==> config.mk <==
export PLATFORM = sky130hd
export DESIGN_NAME = vga_scan_gen
export DESIGN_NICKNAME = d
export VERILOG_FILES = /design/src/rtl/vga_scan_gen.sv
export SDC_FILE = /design/constraint.sdc
export NUM_CORES = 1
export LEC_CHECK = 0
export CAP_MARGIN = 10
export CORE_MARGIN = 5
export CORE_UTILIZATION = 48
export DETAILED_ROUTE_END_ITERATION = 7
export PLACE_DENSITY = 0.84
export SYNTH_ARGS = -nofsm -noshare
export SYNTH_HDL_FRONTEND = slang
export SYNTH_SLANG_ARGS = --single-unit
==> constraint.sdc <==
create_clock -name clk -period 2.6 [get_ports clk]
set_input_delay 0.78 -clock clk [delete_from_list [all_inputs] [get_ports clk]]
set_output_delay 0.78 -clock clk [all_outputs]
set_load 0.05 [all_outputs]
==> src/rtl/vga_scan_gen.sv <==
`default_nettype none
// ============================================================================
// Module      : vga_scan_gen
// Description : VGA raster counters, sync/blank decode delay-aligned to the
//               draw-chain RGB, and 3-3-2 to 4-4-4 colour expansion to pins.
// Revision    : 1.0  initial release
// ============================================================================
module vga_scan_gen #(
    parameter int H_ACTIVE = 640,
    parameter int H_FP     = 16,
    parameter int H_SYNC   = 96,
    parameter int H_BP     = 48,
    parameter int V_ACTIVE = 480,
    parameter int V_FP     = 10,
    parameter int V_SYNC   = 2,
    parameter int V_BP     = 33,
    parameter int PIPE_DLY = 1
) (
    input  logic        clk,
    input  logic        resetN,
    input  logic        pix_en,
    input  logic [7:0]  RGB_in,
    output logic [10:0] pixelX,
    output logic [10:0] pixelY,
    output logic        startOfFrame,
    output logic        VGA_HS_N,
    output logic        VGA_VS_N,
    output logic        VGA_BLANK_N,
    output logic [3:0]  VGA_R,
    output logic [3:0]  VGA_G,
    output logic [3:0]  VGA_B
);

    localparam int          c_H_TOTAL  = H_ACTIVE + H_FP + H_SYNC + H_BP;
    localparam int          c_V_TOTAL  = V_ACTIVE + V_FP + V_SYNC + V_BP;
    localparam logic [10:0] c_H_LAST   = 11'(c_H_TOTAL - 1);
    localparam logic [10:0] c_V_LAST   = 11'(c_V_TOTAL - 1);
    localparam logic [10:0] c_H_ACT    = 11'(H_ACTIVE);
    localparam logic [10:0] c_V_ACT    = 11'(V_ACTIVE);
    localparam logic [10:0] c_HS_FIRST = 11'(H_ACTIVE + H_FP);
    localparam logic [10:0] c_HS_LAST  = 11'(H_ACTIVE + H_FP + H_SYNC - 1);
    localparam logic [10:0] c_VS_FIRST = 11'(V_ACTIVE + V_FP);
    localparam logic [10:0] c_VS_LAST  = 11'(V_ACTIVE + V_FP + V_SYNC - 1);

    // bit positions inside a delay-line entry
    localparam int c_B_ACT = 2;
    localparam int c_B_HS  = 1;
    localparam int c_B_VS  = 0;

    logic [10:0] r_hcnt;
    logic [10:0] r_vcnt;
    logic        r_sof;
    logic        w_h_wrap;
    logic        w_v_wrap;
    logic [2:0]  w_timing;
    logic [2:0]  r_dly [PIPE_DLY];
    logic [2:0]  w_dly_out;
    logic        r_hs_n;
    logic        r_vs_n;
    logic        r_blank_n;
    logic [3:0]  r_red;
    logic [3:0]  r_green;
    logic [3:0]  r_blue;

    assign w_h_wrap = (r_hcnt == c_H_LAST);
    assign w_v_wrap = (r_vcnt == c_V_LAST);

    always_ff @(posedge clk or negedge resetN) begin
        if (!resetN) begin
            r_hcnt <= 11'd0;
            r_vcnt <= 11'd0;
        end else if (pix_en) begin
            if (w_h_wrap) begin
                r_hcnt <= 11'd0;
                r_vcnt <= w_v_wrap ? 11'd0 : r_vcnt + 11'd1;
            end else begin
                r_hcnt <= r_hcnt + 11'd1;
            end
        end
    end

    // Pulses alongside the tick that reloads (0,0), so reset release never fires it.
    always_ff @(posedge clk or negedge resetN) begin
        if (!resetN) begin
            r_sof <= 1'b0;
        end else begin
            r_sof <= pix_en && w_h_wrap && w_v_wrap;
        end
    end

    always_comb begin
        w_timing         = 3'b000;
        w_timing[c_B_ACT] = (r_hcnt < c_H_ACT) && (r_vcnt < c_V_ACT);
        w_timing[c_B_HS]  = (r_hcnt >= c_HS_FIRST) && (r_hcnt <= c_HS_LAST);
        w_timing[c_B_VS]  = (r_vcnt >= c_VS_FIRST) && (r_vcnt <= c_VS_LAST);
    end

    // Reset fill of zero means "blank, syncs inactive", so no stale sync leaks out.
    always_ff @(posedge clk or negedge resetN) begin
        if (!resetN) begin
            for (int i = 0; i < PIPE_DLY; i++) begin
                r_dly[i] <= 3'b000;
            end
        end else if (pix_en) begin
            r_dly[0] <= w_timing;
            for (int i = 1; i < PIPE_DLY; i++) begin
                r_dly[i] <= r_dly[i-1];
            end
        end
    end

    assign w_dly_out = r_dly[PIPE_DLY-1];

    always_ff @(posedge clk or negedge resetN) begin
        if (!resetN) begin
            r_hs_n    <= 1'b1;
            r_vs_n    <= 1'b1;
            r_blank_n <= 1'b0;
            r_red     <= 4'h0;
            r_green   <= 4'h0;
            r_blue    <= 4'h0;
        end else if (pix_en) begin
            r_hs_n    <= ~w_dly_out[c_B_HS];
            r_vs_n    <= ~w_dly_out[c_B_VS];
            r_blank_n <= w_dly_out[c_B_ACT];
            if (w_dly_out[c_B_ACT]) begin
                r_red   <= {RGB_in[7:5], RGB_in[7]};
                r_green <= {RGB_in[4:2], RGB_in[4]};
                r_blue  <= {RGB_in[1:0], RGB_in[1:0]};
            end else begin
                r_red   <= 4'h0;
                r_green <= 4'h0;
                r_blue  <= 4'h0;
            end
        end
    end

    assign pixelX       = r_hcnt;
    assign pixelY       = r_vcnt;
    assign startOfFrame = r_sof;
    assign VGA_HS_N     = r_hs_n;
    assign VGA_VS_N     = r_vs_n;
    assign VGA_BLANK_N  = r_blank_n;
    assign VGA_R        = r_red;
    assign VGA_G        = r_green;
    assign VGA_B        = r_blue;

endmodule
`default_nettype wire

==> flow_summary.yaml, run 1 <==
sta:
  finalSetupTns_ns: 0
  maxSlewHeadroom_pct: 65.1
  period_needed_ns: 2.45
  grt_setup_unrepaired: "no"
  tightest_slew_ns: 0.521
  setup_viol: 0
  skew_ns: 0.00701
  fin_crit_sh_pct: 94.2
  slew_viol_final: 0
  final_hold_viol_count: 0
  fmax_mhz: 408
  timing.hold.ws_ns: 0.520
cts:
  htreeDepth: 2
  cts_post_setup_buffers_inserted: 0
  numCtsBuffers: 5
  hold_buffers: 0
  worstSkewPairLatency_ns: 0.28
  ctsResizeCount: 0
  clock-sinks: 37
  cts_tree: "built"
  clock-root-buffer: "clkbuf_8"
  cts.clk_slew.worst_paths_ns: 0.08
  clk_path_buf_depth: 2
yosys:
  async_flop_share_pct: 100
  synthesis.area_um2: 1820
  syn_inst: 182
  synth_edf_count: 0
  syn_avg_cell_area_um2: 10.0
  yosys_warnings: 0
  ys_seq_area_share_pct: 50.9
  yosysUniqueCellTypes: 39
  synthFlopType: "dfrtp_1"
  synth_seq_cells: 37
  synth_fp_nets: 196
power:
  combinationalPowerShare_pct: 21.0
  p_seq_share_pct: 42.9
  p_leak_nw: 1.03
  ir_drop_mv: 0.369
  power_switching_share_pct: 30.3
  internal_power_w: 0.00111
  total_power_w: 0.00160
  clkPwrFrac_pct: 36.1
  power_switching_w: 0.000484
  powerDensity_nw_per_um2: 643
worst_setup_path:
  crit_family: "buffers and inverters"
  path_cells: "clkdlybuf4s50_1"
  rr_worst_depth: 5
  arrival_ns: 1.67
  end_kind: "output port"
  cp_slowest_stage_delay_ns: 0.88
  cp_num_buf_inv: 1
  crit_slowest_cell: "clkdlybuf4s50_1"
  crit_path_max_fanout: 9
  worst_setup_path_start_kind: "flop"
  worst-path-stages: 1
  required_ns: 1.82
  path_class: "flop to output port"
worst_hold_path:
  hold_depth: 1
  hold_path.class: "flop to flop"
placed_design:
  gp_congestion: 0.869
  hpwlAfterDp_mm: 2.98
  io_buffers: 48
final_layout:
  ff_latch_area_um2: 928
  drive_above_1_share_pct: 10.7
  fill_cells: 292
  multi_input_area_um2: 778
  layout_commonest_cell: "clkdlybuf4s50_1"
  area_growth_pct: 36.2
  layout_common_cells: "clkdlybuf4s50_1, dfrtp_1, o21ai_0, inv_1"
  final_nets: 247
  n_antenna_cell: 0
detailed_routing:
  drt_pass1_iterations: 4
  vias: 1527
  vias_per_cell: 5.41
  drcViolationCount: 0
  wire_per_inst_um: 14.7
  drtIter0Drc: 64
  drt-total-wl_mm: 4.14
  postRouteAntennaNets: 0
grt:
  grt_pass1_wl_mm: 7.02
  grt_start_max_net_pins: 38
  grt_pass1_vias: 1517
  grt_remaining_overflow: 0
  antenna_found_initial: 0
  grt_use_total_pct: 17.3
floorplanning:
  rows: 22
  core_area_um2: 3660
  die-area_um2: 5130
  fp.dieW_um: 71.6
  io_pins: 49
  initial_core_util_pct: 49.8
  chipHeight_um: 71.6
job:
  maxCapViolations: 0
outcome:
  status: "finished clean"
## logic make-up after synthesis
logic type / count (synthesis) / share of synthesized area (%)
adders and majority gates: 3 / 2.06
and+or+nand+nor: 74 / 23.3
DFF: 37 / 50.9
xor gates and xnor gates: 15 / 7.21
muxes: 4 / 2.47
buffers and inverters: 25 / 6.38
AOI/OAI and AO/OA: 24 / 7.62
## synth_stat cells, types with 2 or more instances
cell      number  area [um^2]
o21ai_0       16         80.1
nor2_1        12         45.0
xnor2_1       12          105
dfrtp_1       35          876
nand3_1       12         60.1
nor4_1         6         37.5
nand2_1       12         45.0
nor2b_1        3         18.8
nand4_1       11         68.8
inv_1         15         56.3
nor3_1         4         20.0
dfstp_2        2         52.6
mux2_2         4         45.0
a21oi_1        2         10.0
buf_4          4         30.0
xor2_1         3         26.3
ha_1           3         37.5
and3_1         2         12.5
clkbuf_1       4         15.0
## flip-flops by register name, indices dropped and copies added, names as in the netlist, 2 cells and up
| signal | cells |
|---|---|
| VGA_B | 2 |
| VGA_G | 3 |
| r_dly | 3 |
| VGA_R | 3 |
| pixelX | 11 |
| pixelY | 11 |
## routing by layer
metal	track usage, %	share of wire [%]
met5	0	0
met4	6.89	1.1
met3	4.21	7.8
met2	26.4	46
met1	23.5	45
## per-stage QoR
stage	util, %	instance area (um^2)	std cells	setup WS (ns)
CTS	67.8	2480	282	0.151
floorplan	-	1820	182	0.251
global placement	64.1	2350	274	0.218
global route	67.8	2480	282	0.0966
detailed placement	64.1	2350	274	0.123
finish	67.8	2480	282	0.151
## cell type report
class / count / area share (%)
Clock buffer: 5 / 2.77
Clock inverter: 3 / 2.62
Inverter: 15 / 2.27
Multi-Input combinational cell: 120 / 31.4
Sequential cell: 37 / 37.4
Tap cell: 48 / 2.42
Timing Repair Buffer: 54 / 21.2
## power groups by stage
stage,Clock [W],Sequential (W),Combinational [W]
after CTS,0.000589,0.000683,0.000340
after global routing,0.000614,0.000691,0.000359
after floorplan,0,0.000803,0.0000897
final,0.000577,0.000685,0.000335
after global placement,0,0.000692,0.000337
after detailed placement,0,0.000693,0.000337
## path summary, 6_finish.rpt
check | slack [ns] | start | endpoint
worst min register to register | 0.52 | pixelY[8] | pixelY[8]
worst min-delay path | 0.52 | pixelY[8] | pixelY[8]
worst max-delay path | 0.15 | pixelY[2] | pixelY[2]
worst max register to register | 0.54 | pixelX[7] | pixelY[6]
min in group asynchronous | 0.91 | resetN | VGA_R[1]
max in group asynchronous | 1.34 | resetN | VGA_HS_N
(Power assumes the default switching activity.)
==> run 2, diff against run 1 <==
ABC_CLOCK_PERIOD_IN_PS = 2600   (was unset)
CORE_ASPECT_RATIO = 1.25   (was unset)
CTS_CLUSTER_DIAMETER = 30   (was unset)
==> flow_summary.yaml, run 2 (synthesis gave the netlist of run 1 again) <==
outcome:
  status: "finished clean"
power:
  internal_power_w: 0.00113
  combinationalPowerShare_pct: 22.5
  ir_drop_mv: 0.488
  total_power_w: 0.00161
  powerDensity_nw_per_um2: 645
  clkPwrFrac_pct: 36.0
  power_switching_w: 0.000483
  p_leak_nw: 1.05
  power_switching_share_pct: 30.0
  p_seq_share_pct: 41.5
final_layout:
  final_nets: 250
  layout_commonest_cell: "clkdlybuf4s50_1"
  n_antenna_cell: 0
  final_cells: 277
  layout_common_cells: "clkdlybuf4s50_1, dfrtp_1, o21ai_0, inv_1"
  area_growth_pct: 36.9
  drive_above_1_share_pct: 11.8
floorplanning:
  fp.dieW_um: 65.1
  initial_core_util_pct: 49.0
  chipHeight_um: 78.9
  io_pins: 49
  rows: 25
  die-area_um2: 5140
  core_area_um2: 3720
cts:
  ctsResizeCount: 0
  cts_tree: "built"
  clock-sinks: 37
  cts.clk_slew.worst_paths_ns: 0.07
  hold_buffers: 0
  cts_post_setup_buffers_inserted: 0
  numCtsBuffers: 5
  clock-root-buffer: "clkbuf_8"
  clk_path_buf_depth: 2
  worstSkewPairLatency_ns: 0.29
  htreeDepth: 2
detailed_routing:
  drtIter0Drc: 69
  wire_per_inst_um: 15.5
  postRouteAntennaNets: 0
  drcViolationCount: 0
  drt-total-wl_mm: 4.29
  drt_pass1_iterations: 4
  vias: 1559
  vias_per_cell: 5.63
placed_design:
  place_inst: 269
  gp_congestion: 0.871
  io_buffers: 48
  hpwlAfterDp_mm: 3.17
worst_setup_path:
  cp_slowest_stage_delay_ns: 0.87
  crit_path_max_fanout: 9
  worst_setup_path_start_kind: "flop"
  crit_family: "buffers and inverters"
  path_class: "flop to output port"
  arrival_ns: 1.67
  required_ns: 1.82
  cp_num_buf_inv: 1
  crit_slowest_cell: "clkdlybuf4s50_1"
  end_kind: "output port"
  path_cells: "clkdlybuf4s50_1"
job:
  maxCapViolations: 0
sta:
  grt_setup_unrepaired: "no"
  maxSlewHeadroom_pct: 64.5
  setup_viol: 0
  finalSetupTns_ns: 0
  period_needed_ns: 2.45
  tightest_slew_ns: 0.531
  slew_viol_final: 0
  fmax_mhz: 408
  fin_crit_sh_pct: 94.4
  skew_ns: 0.00270
  final_hold_viol_count: 0
grt:
  grt_remaining_overflow: 0
  grt_start_max_net_pins: 38
  antenna_found_initial: 0
  grt_use_total_pct: 18.4
  grt_pass1_wl_mm: 7.29
  grt_pass1_vias: 1568
worst_hold_path:
  hold_path.class: "flop to flop"
-- run 2: changes by cell type in the layout (fill, tap and decap cells not counted), sizes merged --
cell	delta
buf	+3
-- run 2: per-layer routing --
layer,wire (um),track usage [%]
met5,0,0
met3,309,5.37
met2,2190,31.8
met4,101,9.54
met1,1690,20.2
-- run 2: metrics by stage --
step	hold WS (ns)	util (%)	setup slack (ns)	cell area, um^2
after CTS	0.513	67.0	0.141	2490
final	0.508	67.0	0.146	2490
after floorplan	0.484	-	0.251	1820
after detailed placement	0.496	63.4	0.171	2360
after global routing	0.535	67.0	0.0825	2490
after global placement	0.491	63.4	0.222	2360
-- run 2: path summary, 6_finish.rpt --
kind                       slack [ns]        start     endpoint  cells past startpoint
max                              0.15    pixelY[2]    pixelY[2]                      1
min                              0.51  VGA_BLANK_N  VGA_BLANK_N                      1
max reg2reg                      0.50    pixelX[5]    pixelY[9]                      4
min reg2reg                      0.51  VGA_BLANK_N  VGA_BLANK_N                      1
max in group asynchronous        1.34       resetN     VGA_HS_N                      2
min in group asynchronous        0.91       resetN     VGA_B[1]                      2
-- run 2: area by class of cell --
type	count	area, um^2
well taps	40	50.0
fillers	283	1230
multi-input cells	120	778
repair buffers	57	548
flip-flops and latches	37	928
clock inverters	3	65.1
inverters	15	56.3
clock buffers	5	68.8
-- run 2: power groups by stage --
stage          Sequential (W)  Combinational (W)  Clock (W)
6_report             0.000668           0.000362   0.000580
5_1_grt              0.000676           0.000385   0.000624
4_1_cts              0.000668           0.000364   0.000594
3_5_place_dp         0.000679           0.000362          0
3_3_place_gp         0.000678           0.000357          0
2_1_floorplan        0.000803          0.0000897          0
==> run 3, diff against run 2 <==
CORE_MARGIN = 2   (was 5)
==> flow_summary.yaml, run 3 (synthesis gave the netlist of run 1 again) <==
final_layout:
  layout_common_cells: "clkdlybuf4s50_1, dfrtp_1, o21ai_0, inv_1"
  layout_commonest_cell: "clkdlybuf4s50_1"
  final_nets: 247
  drive_above_1_share_pct: 10.7
  ff_latch_area_um2: 928
  final_cells: 274
  fill_cells: 288
  multi_input_area_um2: 778
  area_growth_pct: 35.6
  n_antenna_cell: 0
  post-route-util_pct: 66.4
worst_setup_path:
  crit_path_max_fanout: 9
  crit_slowest_cell: "clkdlybuf4s50_1"
  path_class: "flop to output port"
  arrival_ns: 1.72
  crit_family: "buffers and inverters"
  cp_slowest_stage_delay_ns: 0.89
  worst_setup_path_start_kind: "flop"
  path_cells: "clkdlybuf4s50_1"
  required_ns: 1.82
  cp_num_buf_inv: 1
  end_kind: "output port"
sta:
  fin_crit_sh_pct: 96.0
  skew_ns: 0.00707
  setup_viol: 0
  period_needed_ns: 2.50
  tightest_slew_ns: 0.522
  final_hold_viol_count: 0
  maxSlewHeadroom_pct: 65.1
  finalSetupTns_ns: 0
  fmax_mhz: 401
  slew_viol_final: 0
  grt_setup_unrepaired: "no"
cts:
  ctsResizeCount: 0
  cts_tree: "built"
  numCtsBuffers: 5
  htreeDepth: 2
  worstSkewPairLatency_ns: 0.29
  cts_post_setup_buffers_inserted: 0
  clock-sinks: 37
  clock-root-buffer: "clkbuf_8"
  clk_path_buf_depth: 2
  cts.clk_slew.worst_paths_ns: 0.08
  hold_buffers: 0
grt:
  grt_use_total_pct: 21.8
  grt_pass1_vias: 1509
  grt_pass1_wl_mm: 7.20
  grt_start_max_net_pins: 38
  antenna_found_initial: 0
  grt_remaining_overflow: 0
detailed_routing:
  top_layer: "met4"
  vias_per_cell: 5.62
  met3_length_um: 257
  drt_pass1_iterations: 4
  drt-total-wl_mm: 4.15
  met2WireLength_mm: 2.13
  vias: 1540
  drtIter0Drc: 89
  wire_per_inst_um: 15.1
  drcViolationCount: 0
  postRouteAntennaNets: 0
  met1_length_mm: 1.69
floorplanning:
  chipHeight_um: 72.9
  fp.dieW_um: 59.1
  core_area_um2: 3720
  die-area_um2: 4310
  rows: 25
  initial_core_util_pct: 49.0
  io_pins: 49
outcome:
  status: "finished clean"
power:
  internal_power_w: 0.00111
  clkPwrFrac_pct: 36.5
  power_switching_w: 0.000494
  powerDensity_nw_per_um2: 650
  p_seq_share_pct: 42.6
  power_switching_share_pct: 30.7
  ir_drop_mv: 0.467
  p_leak_nw: 1.03
  combinationalPowerShare_pct: 20.8
worst_hold_path:
  hold_path.class: "flop to flop"
placed_design:
  hpwlAfterDp_mm: 2.90
  gp_congestion: 0.840
  place_inst: 266
  io_buffers: 48
job:
  maxCapViolations: 0
[run 3: worst paths after layout]
path                              from          end  slack, ns  depth (start not counted)
setup / recovery             pixelY[2]    pixelY[2]       0.10                          1
setup reg to reg             pixelX[5]    pixelY[9]       0.41                          4
hold reg to reg            VGA_BLANK_N  VGA_BLANK_N       0.51                          1
max in group asynchronous       resetN     VGA_HS_N       1.32                          2
hold / removal             VGA_BLANK_N  VGA_BLANK_N       0.51                          1
min in group asynchronous       resetN     VGA_G[1]       0.92                          2
[run 3: layer usage]
| metal | global-route usage [%] | vias up |
|---|---|---|
| met5 | 0 | - |
| li1 | - | 732 |
| met1 | 28.0 | 733 |
| met3 | 4.43 | 7 |
| met2 | 35.7 | 68 |
| met4 | 9.09 | 0 |
[run 3: cell type report]
| class | count | share of cell area [%] |
|---|---|---|
| Inverter | 15 | 2.28 |
| Tap cell | 40 | 2.02 |
| Clock buffer | 5 | 2.78 |
| Sequential cell | 37 | 37.6 |
| Timing Repair Buffer | 54 | 21.3 |
| Multi-Input combinational cell | 120 | 31.5 |
| Clock inverter | 3 | 2.63 |
[run 3: stage by stage]
step / setup slack (ns) / hold slack (ns) / total power (W) / area (um^2)
final: 0.104 / 0.512 / 0.00161 / 2470
after global routing: 0.0563 / 0.526 / 0.00167 / 2470
after CTS: 0.108 / 0.515 / 0.00161 / 2470
after detailed placement: 0.0415 / 0.499 / 0.00103 / 2340
after global placement: 0.167 / 0.494 / 0.00102 / 2340
after floorplan: 0.251 / 0.484 / 0.000893 / 1820
[run 3: power by group through the flow]
stage	Combinational (W)	Sequential [W]	Clock, W
after global routing	0.000363	0.000698	0.000614
final	0.000335	0.000685	0.000588
after detailed placement	0.000338	0.000693	0
after CTS	0.000338	0.000684	0.000593
after global placement	0.000329	0.000692	0
after floorplan	0.0000897	0.000803	0
